$ cat src/rtl/burst_sync_pkg.sv
// Shared types and constants for the burst detector sequencer: FSM states,
// result record type codes and result word field positions.
package burst_sync_pkg;

    typedef enum logic [1:0] {
        IDLE    = 2'd0,
        ARMED   = 2'd1,
        REPORT  = 2'd2,
        HOLDOFF = 2'd3
    } state_e;

    localparam logic [1:0] RES_BURST   = 2'b01;
    localparam logic [1:0] RES_TIMEOUT = 2'b10;

    localparam int RES_TYPE_MSB  = 63;
    localparam int RES_TYPE_LSB  = 62;
    localparam int RES_OVR_BIT   = 61;
    localparam int RES_PHASE_MSB = 47;
    localparam int RES_PHASE_LSB = 32;

    // Width of a counter that must reach n-1; at least one bit.
    function automatic int cnt_width(input int n);
        return (n < 2) ? 1 : $clog2(n);
    endfunction

endpackage

$ cat src/rtl/burst_sync_beat_cnt.sv
// Beat counter with synchronous zero-load and a terminal-count flag that is
// high while the count equals TC.
module burst_sync_beat_cnt #(
    parameter int W  = 8,
    parameter int TC = 0
) (
    input  logic clk,
    input  logic reset_n,
    input  logic clr,
    input  logic inc,
    output logic at_tc
);

    logic [W-1:0] cnt_d;
    logic [W-1:0] cnt_q;

    always_comb begin
        cnt_d = cnt_q;
        if (clr) begin
            cnt_d = '0;
        end else if (inc) begin
            cnt_d = cnt_q + 1'b1;
        end
    end

    always_ff @(posedge clk or negedge reset_n) begin
        if (!reset_n) begin
            cnt_q <= '0;
        end else begin
            cnt_q <= cnt_d;
        end
    end

    assign at_tc = (cnt_q == W'(TC));

endmodule

$ cat src/rtl/burst_sync_ctrl.sv
// Burst detector sequencer: arm/clear, beat indexing, holdoff, search timeout
// and one result record per event. Define BURST_SYNC_STATS_EN for record counters.
//
// state   | meaning
// IDLE    | detector beats discarded, waiting for arm
// ARMED   | searching for a burst flag, timeout running
// REPORT  | result record offered on res_*, waiting for handshake
// HOLDOFF | ignoring beats after a reported burst before re-arming
module burst_sync_ctrl
    import burst_sync_pkg::*;
#(
    parameter int SEARCH_TIMEOUT = 4096,
    parameter int HOLDOFF_LEN    = 256,
    parameter int IDX_W          = 32
) (
    input  logic        clk,
    input  logic        reset_n,
    input  logic        clear,
    input  logic        arm,
    input  logic        disarm,
    input  logic        continuous,
    output logic        det_clear,
    input  logic [15:0] det_tdata,
    input  logic        det_tlast,
    input  logic        det_tvalid,
    output logic        det_tready,
    output logic [63:0] res_tdata,
    output logic        res_tvalid,
    input  logic        res_tready,
    output logic        busy
`ifdef BURST_SYNC_STATS_EN
    ,
    output logic [15:0] stat_bursts,
    output logic [15:0] stat_timeouts
`endif
);

    localparam int SEARCH_W  = cnt_width(SEARCH_TIMEOUT);
    localparam int HOLD_W    = cnt_width(HOLDOFF_LEN);
    localparam int SEARCH_TC = (SEARCH_TIMEOUT > 0) ? SEARCH_TIMEOUT - 1 : 0;
    localparam int HOLD_TC   = (HOLDOFF_LEN > 0) ? HOLDOFF_LEN - 1 : 0;
    localparam logic TIMEOUT_EN = (SEARCH_TIMEOUT != 0);

    state_e             state_q, state_d;
    logic [IDX_W-1:0]   idx_q, idx_d;
    logic               mode_q, mode_d;
    logic               overrun_q, overrun_d;
    logic               disarm_seen_q, disarm_seen_d;
    logic               res_valid_q, res_valid_d;
    logic [63:0]        res_data_q, res_data_d;
    logic               det_clear_q, det_clear_d;
    logic               search_clr, search_inc, search_tc;
    logic               hold_clr, hold_inc, hold_tc;
    logic               beat;

    function automatic logic [63:0] pack_rec(input logic [1:0] typ, input logic ovr,
                                             input logic [15:0] phase,
                                             input logic [IDX_W-1:0] index);
        logic [63:0] r;
        r = '0;
        r[RES_TYPE_MSB:RES_TYPE_LSB]   = typ;
        r[RES_OVR_BIT]                 = ovr;
        r[RES_PHASE_MSB:RES_PHASE_LSB] = phase;
        r[IDX_W-1:0]                   = index;
        return r;
    endfunction

    assign beat = det_tvalid;

    always_comb begin
        state_d       = state_q;
        idx_d         = idx_q;
        mode_d        = mode_q;
        overrun_d     = overrun_q;
        disarm_seen_d = disarm_seen_q;
        res_valid_d   = res_valid_q;
        res_data_d    = res_data_q;
        det_clear_d   = 1'b0;
        search_clr    = 1'b0;
        search_inc    = 1'b0;
        hold_clr      = 1'b0;
        hold_inc      = 1'b0;

        if (clear) begin
            state_d       = IDLE;
            idx_d         = '0;
            mode_d        = 1'b0;
            overrun_d     = 1'b0;
            disarm_seen_d = 1'b0;
            res_valid_d   = 1'b0;
            res_data_d    = '0;
            search_clr    = 1'b1;
            hold_clr      = 1'b1;
        end else begin
            if (state_q != IDLE && beat) begin
                idx_d = idx_q + 1'b1;
            end
            case (state_q)
                IDLE: begin
                    if (arm && !disarm) begin
                        state_d     = ARMED;
                        det_clear_d = 1'b1;
                        idx_d       = '0;
                        overrun_d   = 1'b0;
                        mode_d      = continuous;
                        search_clr  = 1'b1;
                    end
                end
                ARMED: begin
                    search_inc = beat;
                    // A burst flag on the timeout beat takes precedence.
                    if (disarm) begin
                        state_d = IDLE;
                    end else if (beat && det_tlast) begin
                        state_d       = REPORT;
                        res_valid_d   = 1'b1;
                        res_data_d    = pack_rec(RES_BURST, overrun_q, det_tdata, idx_q);
                        overrun_d     = 1'b0;
                        disarm_seen_d = 1'b0;
                    end else if (TIMEOUT_EN && beat && search_tc) begin
                        state_d       = REPORT;
                        res_valid_d   = 1'b1;
                        res_data_d    = pack_rec(RES_TIMEOUT, overrun_q, 16'h0000, idx_q);
                        overrun_d     = 1'b0;
                        disarm_seen_d = 1'b0;
                    end
                end
                REPORT: begin
                    disarm_seen_d = disarm_seen_q | disarm;
                    if (beat && det_tlast) begin
                        overrun_d = 1'b1;
                    end
                    if (res_tready) begin
                        res_valid_d = 1'b0;
                        if (res_data_q[RES_TYPE_MSB:RES_TYPE_LSB] == RES_TIMEOUT ||
                            disarm_seen_q || disarm || !mode_q) begin
                            state_d = IDLE;
                        end else if (HOLDOFF_LEN == 0) begin
                            state_d     = ARMED;
                            det_clear_d = 1'b1;
                            search_clr  = 1'b1;
                        end else begin
                            state_d  = HOLDOFF;
                            hold_clr = 1'b1;
                        end
                    end
                end
                HOLDOFF: begin
                    hold_inc = beat;
                    if (disarm) begin
                        state_d = IDLE;
                    end else if (beat && hold_tc) begin
                        state_d     = ARMED;
                        det_clear_d = 1'b1;
                        search_clr  = 1'b1;
                    end
                end
                default: state_d = IDLE;
            endcase
        end
    end

    always_ff @(posedge clk or negedge reset_n) begin
        if (!reset_n) begin
            state_q       <= IDLE;
            idx_q         <= '0;
            mode_q        <= 1'b0;
            overrun_q     <= 1'b0;
            disarm_seen_q <= 1'b0;
            res_valid_q   <= 1'b0;
            res_data_q    <= '0;
            det_clear_q   <= 1'b0;
        end else begin
            state_q       <= state_d;
            idx_q         <= idx_d;
            mode_q        <= mode_d;
            overrun_q     <= overrun_d;
            disarm_seen_q <= disarm_seen_d;
            res_valid_q   <= res_valid_d;
            res_data_q    <= res_data_d;
            det_clear_q   <= det_clear_d;
        end
    end

    burst_sync_beat_cnt #(.W(SEARCH_W), .TC(SEARCH_TC)) u_search_cnt (
        .clk     (clk),
        .reset_n (reset_n),
        .clr     (search_clr),
        .inc     (search_inc),
        .at_tc   (search_tc)
    );

    burst_sync_beat_cnt #(.W(HOLD_W), .TC(HOLD_TC)) u_hold_cnt (
        .clk     (clk),
        .reset_n (reset_n),
        .clr     (hold_clr),
        .inc     (hold_inc),
        .at_tc   (hold_tc)
    );

    assign det_clear  = det_clear_q;
    assign det_tready = 1'b1;
    assign res_tdata  = res_data_q;
    assign res_tvalid = res_valid_q;
    assign busy       = (state_q != IDLE);

`ifdef BURST_SYNC_STATS_EN
    logic [15:0] stat_bursts_q, stat_bursts_d;
    logic [15:0] stat_timeouts_q, stat_timeouts_d;

    always_comb begin
        stat_bursts_d   = stat_bursts_q;
        stat_timeouts_d = stat_timeouts_q;
        if (clear) begin
            stat_bursts_d   = '0;
            stat_timeouts_d = '0;
        end else if (res_valid_q && res_tready) begin
            if (res_data_q[RES_TYPE_MSB:RES_TYPE_LSB] == RES_BURST &&
                stat_bursts_q != 16'hFFFF) begin
                stat_bursts_d = stat_bursts_q + 1'b1;
            end
            if (res_data_q[RES_TYPE_MSB:RES_TYPE_LSB] == RES_TIMEOUT &&
                stat_timeouts_q != 16'hFFFF) begin
                stat_timeouts_d = stat_timeouts_q + 1'b1;
            end
        end
    end

    always_ff @(posedge clk or negedge reset_n) begin
        if (!reset_n) begin
            stat_bursts_q   <= '0;
            stat_timeouts_q <= '0;
        end else begin
            stat_bursts_q   <= stat_bursts_d;
            stat_timeouts_q <= stat_timeouts_d;
        end
    end

    assign stat_bursts   = stat_bursts_q;
    assign stat_timeouts = stat_timeouts_q;
`else
    // Record statistics are not built in this configuration.
`endif

endmodule

$ cat config.mk
export PLATFORM = sky130hd
export DESIGN_NAME = burst_sync_ctrl
export DESIGN_NICKNAME = d
export VERILOG_FILES = /design/src/rtl/burst_sync_pkg.sv /design/src/rtl/burst_sync_beat_cnt.sv /design/src/rtl/burst_sync_ctrl.sv
export SDC_FILE = /design/constraint.sdc
export NUM_CORES = 1
export LEC_CHECK = 0
export ABC_AREA = 1
export BUFFER_PORTS_ARGS = -buffer_cell sky130_fd_sc_hd__buf_2
export CAP_MARGIN = 20
export CORE_ASPECT_RATIO = 1.2
export CORE_UTILIZATION = 57
export DETAILED_ROUTE_END_ITERATION = 6
export GPL_ROUTABILITY_DRIVEN = 0
export PLACE_DENSITY = 0.91
export SYNTH_ARGS = -nofsm -noshare
export SYNTH_HDL_FRONTEND = slang
export SYNTH_SLANG_ARGS = --single-unit
export TNS_END_PERCENT = 50
$ cat constraint.sdc
create_clock -name clk -period 2.04 [get_ports clk]
set_clock_uncertainty 0.2 [all_clocks]
set_input_delay 0.102 -clock clk [delete_from_list [all_inputs] [get_ports clk]]
set_output_delay 0.102 -clock clk [all_outputs]
set_load 0.05 [all_outputs]
==> results of run 1 <==
==> cell type report <==
type / count / area, µm² / share of cell area
Clock buffer: 11 / 253 / 0.0369
Clock inverter: 5 / 57.6 / 0.00841
Inverter: 72 / 273 / 0.0399
Multi-Input combinational cell: 539 / 2550 / 0.373
Sequential cell: 110 / 2750 / 0.402
Tap cell: 123 / 154 / 0.0225
Timing Repair Buffer: 120 / 798 / 0.117
==> what timing repair did <==
item	in CTS	in global routing
pin swaps	0	3
cloned	0	0
hold buffers	21	0
endpoints found under the setup margin	1	32
setup buffers	0	2
gates resized for setup	1	11
endpoints found under the hold margin	130	0
==> cell families (layout without fill, tap and decap cells) <==
| family | Yosys count | count (layout) | share of synthesized area |
|---|---|---|---|
| flops | 110 | 110 | 0.480 |
| xor+xnor | 17 | 17 | 0.0260 |
| fa+ha+maj | 7 | 7 | 0.0153 |
| simple gates | 415 | 415 | 0.298 |
| other cells | 2 | 14 | 0.00131 |
| buf+inv | 106 | 208 | 0.0909 |
| compound gates | 86 | 86 | 0.0886 |
==> layer usage <==
layer	vias to the layer above	part of all wire	global-route usage
met5	-	0	0
met4	0	0.032	0.118
met3	47	0.072	0.0423
met2	269	0.50	0.492
met1	2490	0.40	0.344
li1	2541	-	-
==> worst max-delay path: cells and delay by family, from the launching register on <==
| family | cells | cell delay [ps] |
|---|---|---|
| flip-flops | 1 | 390 |
| AND/OR/NAND/NOR | 5 | 840 |
| AO/OA/AOI/OAI | 1 | 140 |
| buffers and inverters | 2 | 140 |
| adder cells (fa/ha/maj) | 1 | 170 |
==> power by group through the flow <==
stage	Combinational (W)	Sequential [W]	Clock, W
CTS	0.00131	0.00239	0.00182
detailed placement	0.00126	0.00243	0
global route	0.00149	0.00240	0.00190
global placement	0.00124	0.00242	0
floorplan	0.000708	0.00264	0
finish	0.00137	0.00239	0.00180
==> how the worst min path moves through the flow <==
stage	start	to	depth (start not counted)
3_5_place_dp	reset_n	res_tdata[22]	1
6_report	reset_n	u_hold_cnt.cnt_q[0]	2
5_1_grt	reset_n	res_tdata[22]	2
2_1_floorplan	reset_n	det_clear	0
4_1_cts	disarm	overrun_q	4
3_3_place_gp	reset_n	u_hold_cnt.cnt_q[5]	1
==> registers in the layout, summed over array words and instances (netlist names), 2 cells and up <==
signal              cells
idx_q                  32
res_tdata              51
state_q                 2
u_hold_cnt.cnt_q        8
u_search_cnt.cnt_q     12
==> layout by cell type, fill, tap and decap left out, types with 3 or more instances in the layout <==
cell / Yosys / final
dfrtp_1: 110 / 110
xor2_1: 12 / 12
buf_4: 15 / 19
clkbuf_16: 0 / 9
buf_12: 0 / 3
nor2_4: 2 / 4
nand2_1: 239 / 239
o21ai_0: 54 / 54
nand4_1: 11 / 11
clkinvlp_4: 0 / 3
o31ai_1: 4 / 4
ha_1: 7 / 5
a21oi_1: 16 / 15
conb_1: 2 / 14
nand3_1: 31 / 30
inv_1: 71 / 70
xnor2_1: 5 / 5
nor2_1: 104 / 101
nor3_1: 12 / 11
dlygate4sd3_1: 0 / 21
nor2_2: 5 / 6
buf_2: 6 / 77
o31ai_2: 8 / 8
==> per-stage QoR <==
stage	instance area (µm²)	utilization	setup TNS [ps]	power, W	hold WS [ps]
6_report	6840	0.708	0	0.00557	14.5
4_1_cts	6780	0.702	0	0.00552	1.92
5_1_grt	6840	0.708	-156	0.00579	45.9
2_1_floorplan	5780	-	0	0.00335	-394
3_5_place_dp	6260	0.648	0	0.00370	-151
3_3_place_gp	6260	0.648	0	0.00366	-155
==> impl_metrics.tcl, run 1 <==
set metrics [dict create \
    htree_levels 3 \
    die_w_um 93.6 \
    synth_warnings 0 \
    p_switching_w 0.00185 \
    path_cells "inv_2 -> ha_4 -> inv_4 -> nand3_2 -> nor2_4 -> nand4_1 -> nor2_2 -> nand2_1 -> a21oi_2" \
    routed-via-count 5347 \
    clkPwrFrac 0.323 \
    synth_edf_count 0 \
    critical_path_required_ps 2120 \
    setup_violations 0 \
    power_density_nw_per_um2 813 \
    clk_pin_slew_ps 70 \
    grt_pass1_wl_mm 23.1 \
    min_path_type "in -> async" \
    root_buffer "clkbuf_16" \
    async_flop_share 1.00 \
    ys_seq_area_frac 0.480 \
    synth_seq_cells 110 \
    synth_most_common_cell "nand2_1" \
    antenna_found_initial 0 \
    cp-end-kind "flop" \
    finalHoldViolations 0 \
    min_period_ps 1950 \
    rows 39 \
    cp_data_arrival_time_ps 2030 \
    grt_overflow 0 \
    status "finished, final reports clean" \
    cp_slowest_cell "dfrtp_1" \
    dp.cells 941 \
    first_pass_iters 7 \
    synth_area_um2 5740 \
    cp_max_fo 5 \
    peakVddDrop_mv 0.400 \
    netlist_instances 743 \
    grt_max_degree 65 \
    r2r_cells 9 \
    cts_tree "yes" \
    path_class "reg -> reg" \
    fill_cells 692 \
    dieArea_um2 10500 \
    reg2reg_to "idx_q[15]" \
    syn_area_per_cell_um2 7.72 \
    first_iter_violations 417 \
    drive_gt1_frac 0.172 \
    final_cells 980 \
    antenna_left 0 \
    fmax_mhz 512 \
    cts_buffers 9 \
    synth_top_area_cell "dfrtp_1" \
    clkLatencyLatePin_ps 350 \
    p_comb_frac 0.247 \
    synth_flop_cell "dfrtp_1" \
    drt-total-wl_mm 14.4 \
    synth_commonest_cells "239 x nand2_1, 110 x dfrtp_1, 104 x nor2_1, 71 x inv_1, 54 x o21ai_0" \
    nets 884 \
    r2r-start "state_q[1]" \
    start_kind "flop" \
    grt_pass1_vias 5040 \
    cts.sinks 110 \
    synth_cell_type_count 35 \
    port_buffers 78 \
    dp_hpwl_mm 9.63 \
    placeableCoreArea_um2 9660 \
    pwr-share-seq 0.430 \
    grt.total_usage 0.281 \
    post-route-drc-count 0 \
    die_h_um 112 \
    drv_slew 0 \
    p_int_w 0.00372 \
    ios 93 \
    p_leak_nw 3.32 \
    finalCritPeriodShare 0.958 \
    finalWorstSetupSlack_ps 85.1 \
    netlist.area_leader.share 0.480 \
    rrSetupSlack_ps 90 \
    cts.path.max_buffers 2 \
    synth_area_leaders "dfrtp_1 48%, nand2_1 16%, nor2_1 6.8%, o21ai_0 4.7%, inv_1 4.6%" \
    vias_per_cell 5.46 \
    place_worst_setup_slack_ps 52.4 \
    critPathCapture "idx_q[15]" \
    slowest_delay_ps 390 \
    setup.worst_path.start "state_q[1]" \
    switching_share 0.332 \
    wl_per_cell_um 14.7 \
    drv_cap 0 \
    area_growth_pct 19.3 \
    diodes 0 \
    start_util 0.594 \
]
Note: power is estimated with default switching activity, not from simulation.
==> run 2: changes to the inputs <==
--- a/config.mk
+++ b/config.mk
@@ -5,11 +5,10 @@
 export SDC_FILE = /design/constraint.sdc
 export NUM_CORES = 1
 export LEC_CHECK = 0
-export ABC_AREA = 1
 export BUFFER_PORTS_ARGS = -buffer_cell sky130_fd_sc_hd__buf_2
 export CAP_MARGIN = 20
 export CORE_ASPECT_RATIO = 1.2
-export CORE_UTILIZATION = 57
+export CORE_UTILIZATION = 56
 export DETAILED_ROUTE_END_ITERATION = 6
 export GPL_ROUTABILITY_DRIVEN = 0
 export PLACE_DENSITY = 0.91
==> run 2 against run 1 <==
The flow now finishes with violations (negative setup slack). Final area increased by 2.4%. Flip-flop and latch count unchanged. Clock power decreased by 23%. Critical endpoint is now idx_q[30]. Highest routed layer unchanged.
==> impl_metrics.tcl, run 2 <==
set metrics [dict create \
    ios 93 \
    cts.sinks 110 \
    async_flop_share 1.00 \
    area_growth_pct 30.7 \
    grt_pass1_vias 4636 \
    drv_slew 0 \
    placeableCoreArea_um2 9180 \
    fmax_mhz 445 \
    peakVddDrop_mv 0.494 \
    path_cells "inv_2 -> ha_4 -> nand4b_4 -> or4_4 -> nor4_4 -> xnor2_1 -> nor2_2" \
    start_kind "flop" \
    synth_area_um2 5360 \
    final_common_cell "dfrtp_1" \
    rsz0062_at_grt "yes" \
    cp_top_family "simple AND/OR/NAND/NOR gates" \
    synth_seq_cells 110 \
    synth_area_leaders "dfrtp_1 51%, nand2_1 5.6%, mux2i_1 5.2%, xnor2_1 3.9%, nor2_1 3.9%" \
    synth_flop_cell "dfrtp_1" \
    synth_warnings 0 \
    synth_cell_type_count 52 \
    finalCritPeriodShare 1.10 \
    power_w 0.00451 \
    cp_max_fo 5 \
    min_path_type "in -> async" \
    first_pass_iters 5 \
    drt-total-wl_mm 14.9 \
    p_leak_nw 3.29 \
    die_h_um 109 \
    grt.total_usage 0.301 \
    seq_area_um2 2750 \
    power_density_nw_per_um2 644 \
    stdcell_area_um2 7010 \
    syn_area_per_cell_um2 10.2 \
    multi_input_area_um2 2560 \
    dieArea_um2 9970 \
    cts.path.max_buffers 2 \
    fill_cells 529 \
    largest_reg_flops 51 \
    tns_ps -9520 \
    start_util 0.584 \
    cts_tree "yes" \
    netlist.area_leader.share 0.514 \
    final_cells 803 \
    clkLatencyLatePin_ps 390 \
    synth_commonest_cells "110 x dfrtp_1, 80 x nand2_1, 55 x nor2_1, 28 x mux2i_1, 24 x xnor2_1" \
    crit_buf_inv 1 \
    finalWorstSetupSlack_ps -208 \
    synth_edf_count 0 \
    slowest_delay_ps 610 \
    drv_cap 0 \
    cp-end-kind "flop" \
    layout_common_cells "110 x dfrtp_1, 77 x buf_2, 76 x nand2_1, 56 x buf_4, 51 x nor2_1" \
    grt_max_degree 43 \
    setup_violations 70 \
    min_period_ps 2250 \
    status "complete, but fails checks" \
    dp_hpwl_mm 8.46 \
    ys_seq_area_frac 0.514 \
    drive_gt1_frac 0.312 \
    antenna_found_initial 0 \
    slew_headroom 0.638 \
    die_w_um 91.3 \
    finalHoldViolations 0 \
    path_class "reg -> reg" \
    grt_pass1_wl_mm 22.9 \
    critical_path_required_ps 2110 \
    dp.cells 744 \
    rows 38 \
    cp_data_arrival_time_ps 2310 \
    synth_most_common_cell "dfrtp_1" \
    tightestPinTransition_ps 529 \
    diodes 0 \
    routed-via-count 4699 \
    placed_area_um2 6140 \
    post-route-drc-count 0 \
    clk_pin_slew_ps 110 \
    grt_overflow 0 \
    vias_per_cell 5.85 \
    netlist_instances 525 \
    nets 710 \
    htree_levels 3 \
    wl_per_cell_um 18.5 \
    violations "negative setup slack" \
    root_buffer "clkbuf_8" \
    cp_slowest_cell "or4_4" \
    cts_buffers 9 \
    antenna_left 0 \
    first_iter_violations 332 \
    port_buffers 78 \
    synth_top_area_cell "dfrtp_1" \
]
[run 2: through the flow]
step / utilization / worst slack (ps) / hold slack, ps
5_1_grt: 0.763 / -285 / 77.9
3_5_place_dp: 0.669 / -130 / -65.4
2_1_floorplan: - / -180 / -394
6_report: 0.763 / -208 / 32.1
3_3_place_gp: 0.669 / -77.9 / -76.1
4_1_cts: 0.738 / -127 / 11.3
[run 2: path summary, 6_finish.rpt]
kind	from	endpoint	slack, ps	cells after the start
min in group clk	disarm	disarm_seen_q	70	3
min reg2reg	res_tdata[37]	res_tdata[37]	310	1
max	state_q[1]	idx_q[30]	-210	7
min	reset_n	res_tdata[27]	30	2
max reg2reg	state_q[1]	idx_q[30]	-210	7
max in group asynchronous	reset_n	res_tdata[21]	1000	3
[run 2: timing repair]
| action | CTS | global route |
|---|---|---|
| setup buffers | 10 | 7 |
| endpoints found under the hold margin | 141 | 0 |
| pin swaps | 10 | 16 |
| setup endpoints to repair | 75 | 91 |
| resized for setup | 16 | 40 |
| gates cloned | 3 | 1 |
| hold buffers | 22 | 0 |
[run 2: kinds of logic (layout without fill, tap and decap cells)]
family	after synthesis	in the layout	share of synthesized area
AND/OR/NAND/NOR	211	212	0.194
flip-flops	110	110	0.514
AO/OA/AOI/OAI	69	69	0.0952
buffers and inverters	55	200	0.0565
XOR/XNOR	43	43	0.0703
multiplexers	28	28	0.0523
adder cells (fa/ha/maj)	7	7	0.0163
other	2	14	0.00140
[run 2: layer usage]
metal,global-route usage,routed length (µm),vias up
li1,-,-,2095
met1,0.365,5580,2313
met2,0.527,7840,236
met3,0.0544,932,55
met4,0.141,514,0
met5,0,0,-
[run 2: final cells by class]
class / count / area share
clock buffers: 10 / 0.0196
multi-input cells: 373 / 0.365
repair buffers: 170 / 0.183
inverters: 14 / 0.00750
well taps: 120 / 0.0214
clock inverters: 6 / 0.00982
flip-flops and latches: 110 / 0.393
[run 2: where the power goes]
| group | internal, W | switching (W) | total [W] |
|---|---|---|---|
| sequential | 0.00221 | 0.0000262 | 0.00224 |
| combinational | 0.000337 | 0.000561 | 0.000898 |
| clock | 0.000608 | 0.000768 | 0.00138 |
==> run 3: changes to the inputs <==
--- a/config.mk
+++ b/config.mk
@@ -5,13 +5,14 @@
 export SDC_FILE = /design/constraint.sdc
 export NUM_CORES = 1
 export LEC_CHECK = 0
-export BUFFER_PORTS_ARGS = -buffer_cell sky130_fd_sc_hd__buf_2
+export ABC_AREA = 1
 export CAP_MARGIN = 20
 export CORE_ASPECT_RATIO = 1.2
-export CORE_UTILIZATION = 56
+export CORE_UTILIZATION = 60
 export DETAILED_ROUTE_END_ITERATION = 6
+export DONT_BUFFER_PORTS = 1
 export GPL_ROUTABILITY_DRIVEN = 0
-export PLACE_DENSITY = 0.91
+export PLACE_DENSITY = 0.87
 export SYNTH_ARGS = -nofsm -noshare
 export SYNTH_HDL_FRONTEND = slang
 export SYNTH_SLANG_ARGS = --single-unit
==> run 3 against run 2 <==
The flow finishes with violations (design-rule violations, negative hold slack). Register-to-register slack improved by 210 ps. Hold slack got worse by 830 ps. Via count rose by 11%. Cell count up 13%. First-iteration DRC count is 73% higher. Final area down 8.4%. Largest cell class unchanged. Sequential power increased by 16%. Sequential share of layout area increased by 3.6 points. Utilization fell by 6.4 points. Die area fell by 0.11%. Highest routed layer unchanged. Clock-buffer cell count grew 2.
==> impl_metrics.tcl, run 3 (synthesis gave the netlist of run 1 again) <==
set metrics [dict create \
    final_util 0.699 \
    antenna_found_initial 0 \
    wl_per_cell_um 16.3 \
    setup.worst_path.start "state_q[1]" \
    finalCritPeriodShare 0.999 \
    seq_area_um2 2750 \
    finalWorstSetupSlack_ps 1.19 \
    final_common_cell "nand2_1" \
    path_class "reg -> reg" \
    dieArea_um2 9960 \
    power_density_nw_per_um2 797 \
    slowest_delay_ps 410 \
    fmax_mhz 490 \
    die_h_um 109 \
    layout_common_cells "239 x nand2_1, 110 x dfrtp_1, 98 x nor2_1, 69 x inv_1, 52 x o21ai_0" \
    placeableCoreArea_um2 9180 \
    port_buffers 0 \
    placed_area_um2 5810 \
    grt_overflow 0 \
    htree_levels 3 \
    rows 38 \
    setup_violations 0 \
    start_util 0.625 \
    grt.total_usage 0.294 \
    min_period_ps 2040 \
    antenna_left 0 \
    first_iter_violations 575 \
    drive_gt1_frac 0.0918 \
    path_cells "inv_2 -> ha_4 -> inv_4 -> nand3_2 -> nor2_2 -> nand4_2 -> nor2_2 -> nand3_1 -> nand2_1 -> nor2_1" \
    first_pass_iters 7 \
    cts.sinks 110 \
    power_w 0.00511 \
    p_leak_nw 2.91 \
    drt-total-wl_mm 14.7 \
    grt_pass1_vias 4867 \
    status "complete, but fails checks" \
    drv_cap 0 \
    finalHoldViolations 110 \
    nets 811 \
    dp_hpwl_mm 9.46 \
    grt_pass1_wl_mm 22.8 \
    peakVddDrop_mv 0.606 \
    cp-end-kind "flop" \
    r2r-start "state_q[1]" \
    cp_data_arrival_time_ps 2120 \
    critical_path_required_ps 2120 \
    fill_cells 646 \
    ios 93 \
    stdcell_area_um2 6420 \
    post-route-drc-count 1 \
    hold_slack_ps -794 \
    multi_input_area_um2 2590 \
    cp_max_fo 5 \
    place_worst_setup_slack_ps 29.9 \
    slew_headroom 0.412 \
    cts_buffers 9 \
    grt_max_degree 111 \
    area_growth_pct 11.8 \
    drv_slew 0 \
    clk_pin_slew_ps 100 \
    violations "design-rule violations, negative hold slack" \
    cp_common_cell "nor2_2" \
    routed-via-count 5210 \
    min_path_type "in -> async" \
    vias_per_cell 5.76 \
    root_buffer "clkbuf_8" \
    start_kind "flop" \
    cp_slowest_cell "dfrtp_1" \
    clkLatencyLatePin_ps 380 \
    diodes 0 \
    die_w_um 91.3 \
    cts_tree "yes" \
    largest_reg_flops 51 \
    hold_buffers 27 \
    cts.path.max_buffers 2 \
    tightestPinTransition_ps 882 \
]
run 3: cell types whose count changed in the layout (fill, tap and decap cells not counted), sizes merged, moves of 7 or more:
cell,before,now
nand3,12,32
nand2,80,242
inv,15,73
xor2,19,12
a22o,16,0
and3,7,0
nor2,56,111
buf,147,19
o21ai,13,54
mux2i,28,0
xnor2,24,5
o31ai,0,12
run 3: worst paths after layout:
kind	end	slack, ps	cells past startpoint
max	idx_q[30]	1	10
min	res_tdata[35]	-790	0
max reg2reg	idx_q[30]	1	10
min reg2reg	overrun_q	350	2
max in group asynchronous	res_tdata[13]	2320	0
min in group clk	state_q[0]	60	8
run 3: area by class of cell:
type | count | area share
multi-input combinational | 540 | 0.404
tap | 120 | 0.0234
sequential | 110 | 0.429
inverter | 72 | 0.0425
clock inverter | 4 | 0.00839
timing repair buffer | 46 | 0.0686
clock buffer | 12 | 0.0242
run 3: per-layer routing:
metal	share of wire	track usage
met5	0	0
met2	0.49	0.522
met1	0.37	0.336
met4	0.053	0.137
met3	0.088	0.0697
run 3: through the flow:
stage | setup TNS (ps) | cells
floorplan | 0 | 755
global placement | 0 | 855
detailed placement | 0 | 855
CTS | 0 | 898
global route | -111 | 904
finish | 0 | 904
run 3: critical path: cells and delay by family, from the launching register on:
kind	cells	cell delay, ps
DFF	1	410
adders and majority gates	1	180
and+or+nand+nor	7	940
buffers and inverters	2	190
run 3: where the power goes:
group          internal (W)  switching (W)
registers           0.00229       0.000307
clock network      0.000640       0.000729
logic              0.000387       0.000756
total               0.00332        0.00179
run 3: what timing repair did:
action / in CTS / in global routing
endpoints found under the setup margin: 0 / 36
buffers inserted: 0 / 5
resized for setup: 0 / 23
hold endpoints to repair: 193 / 110
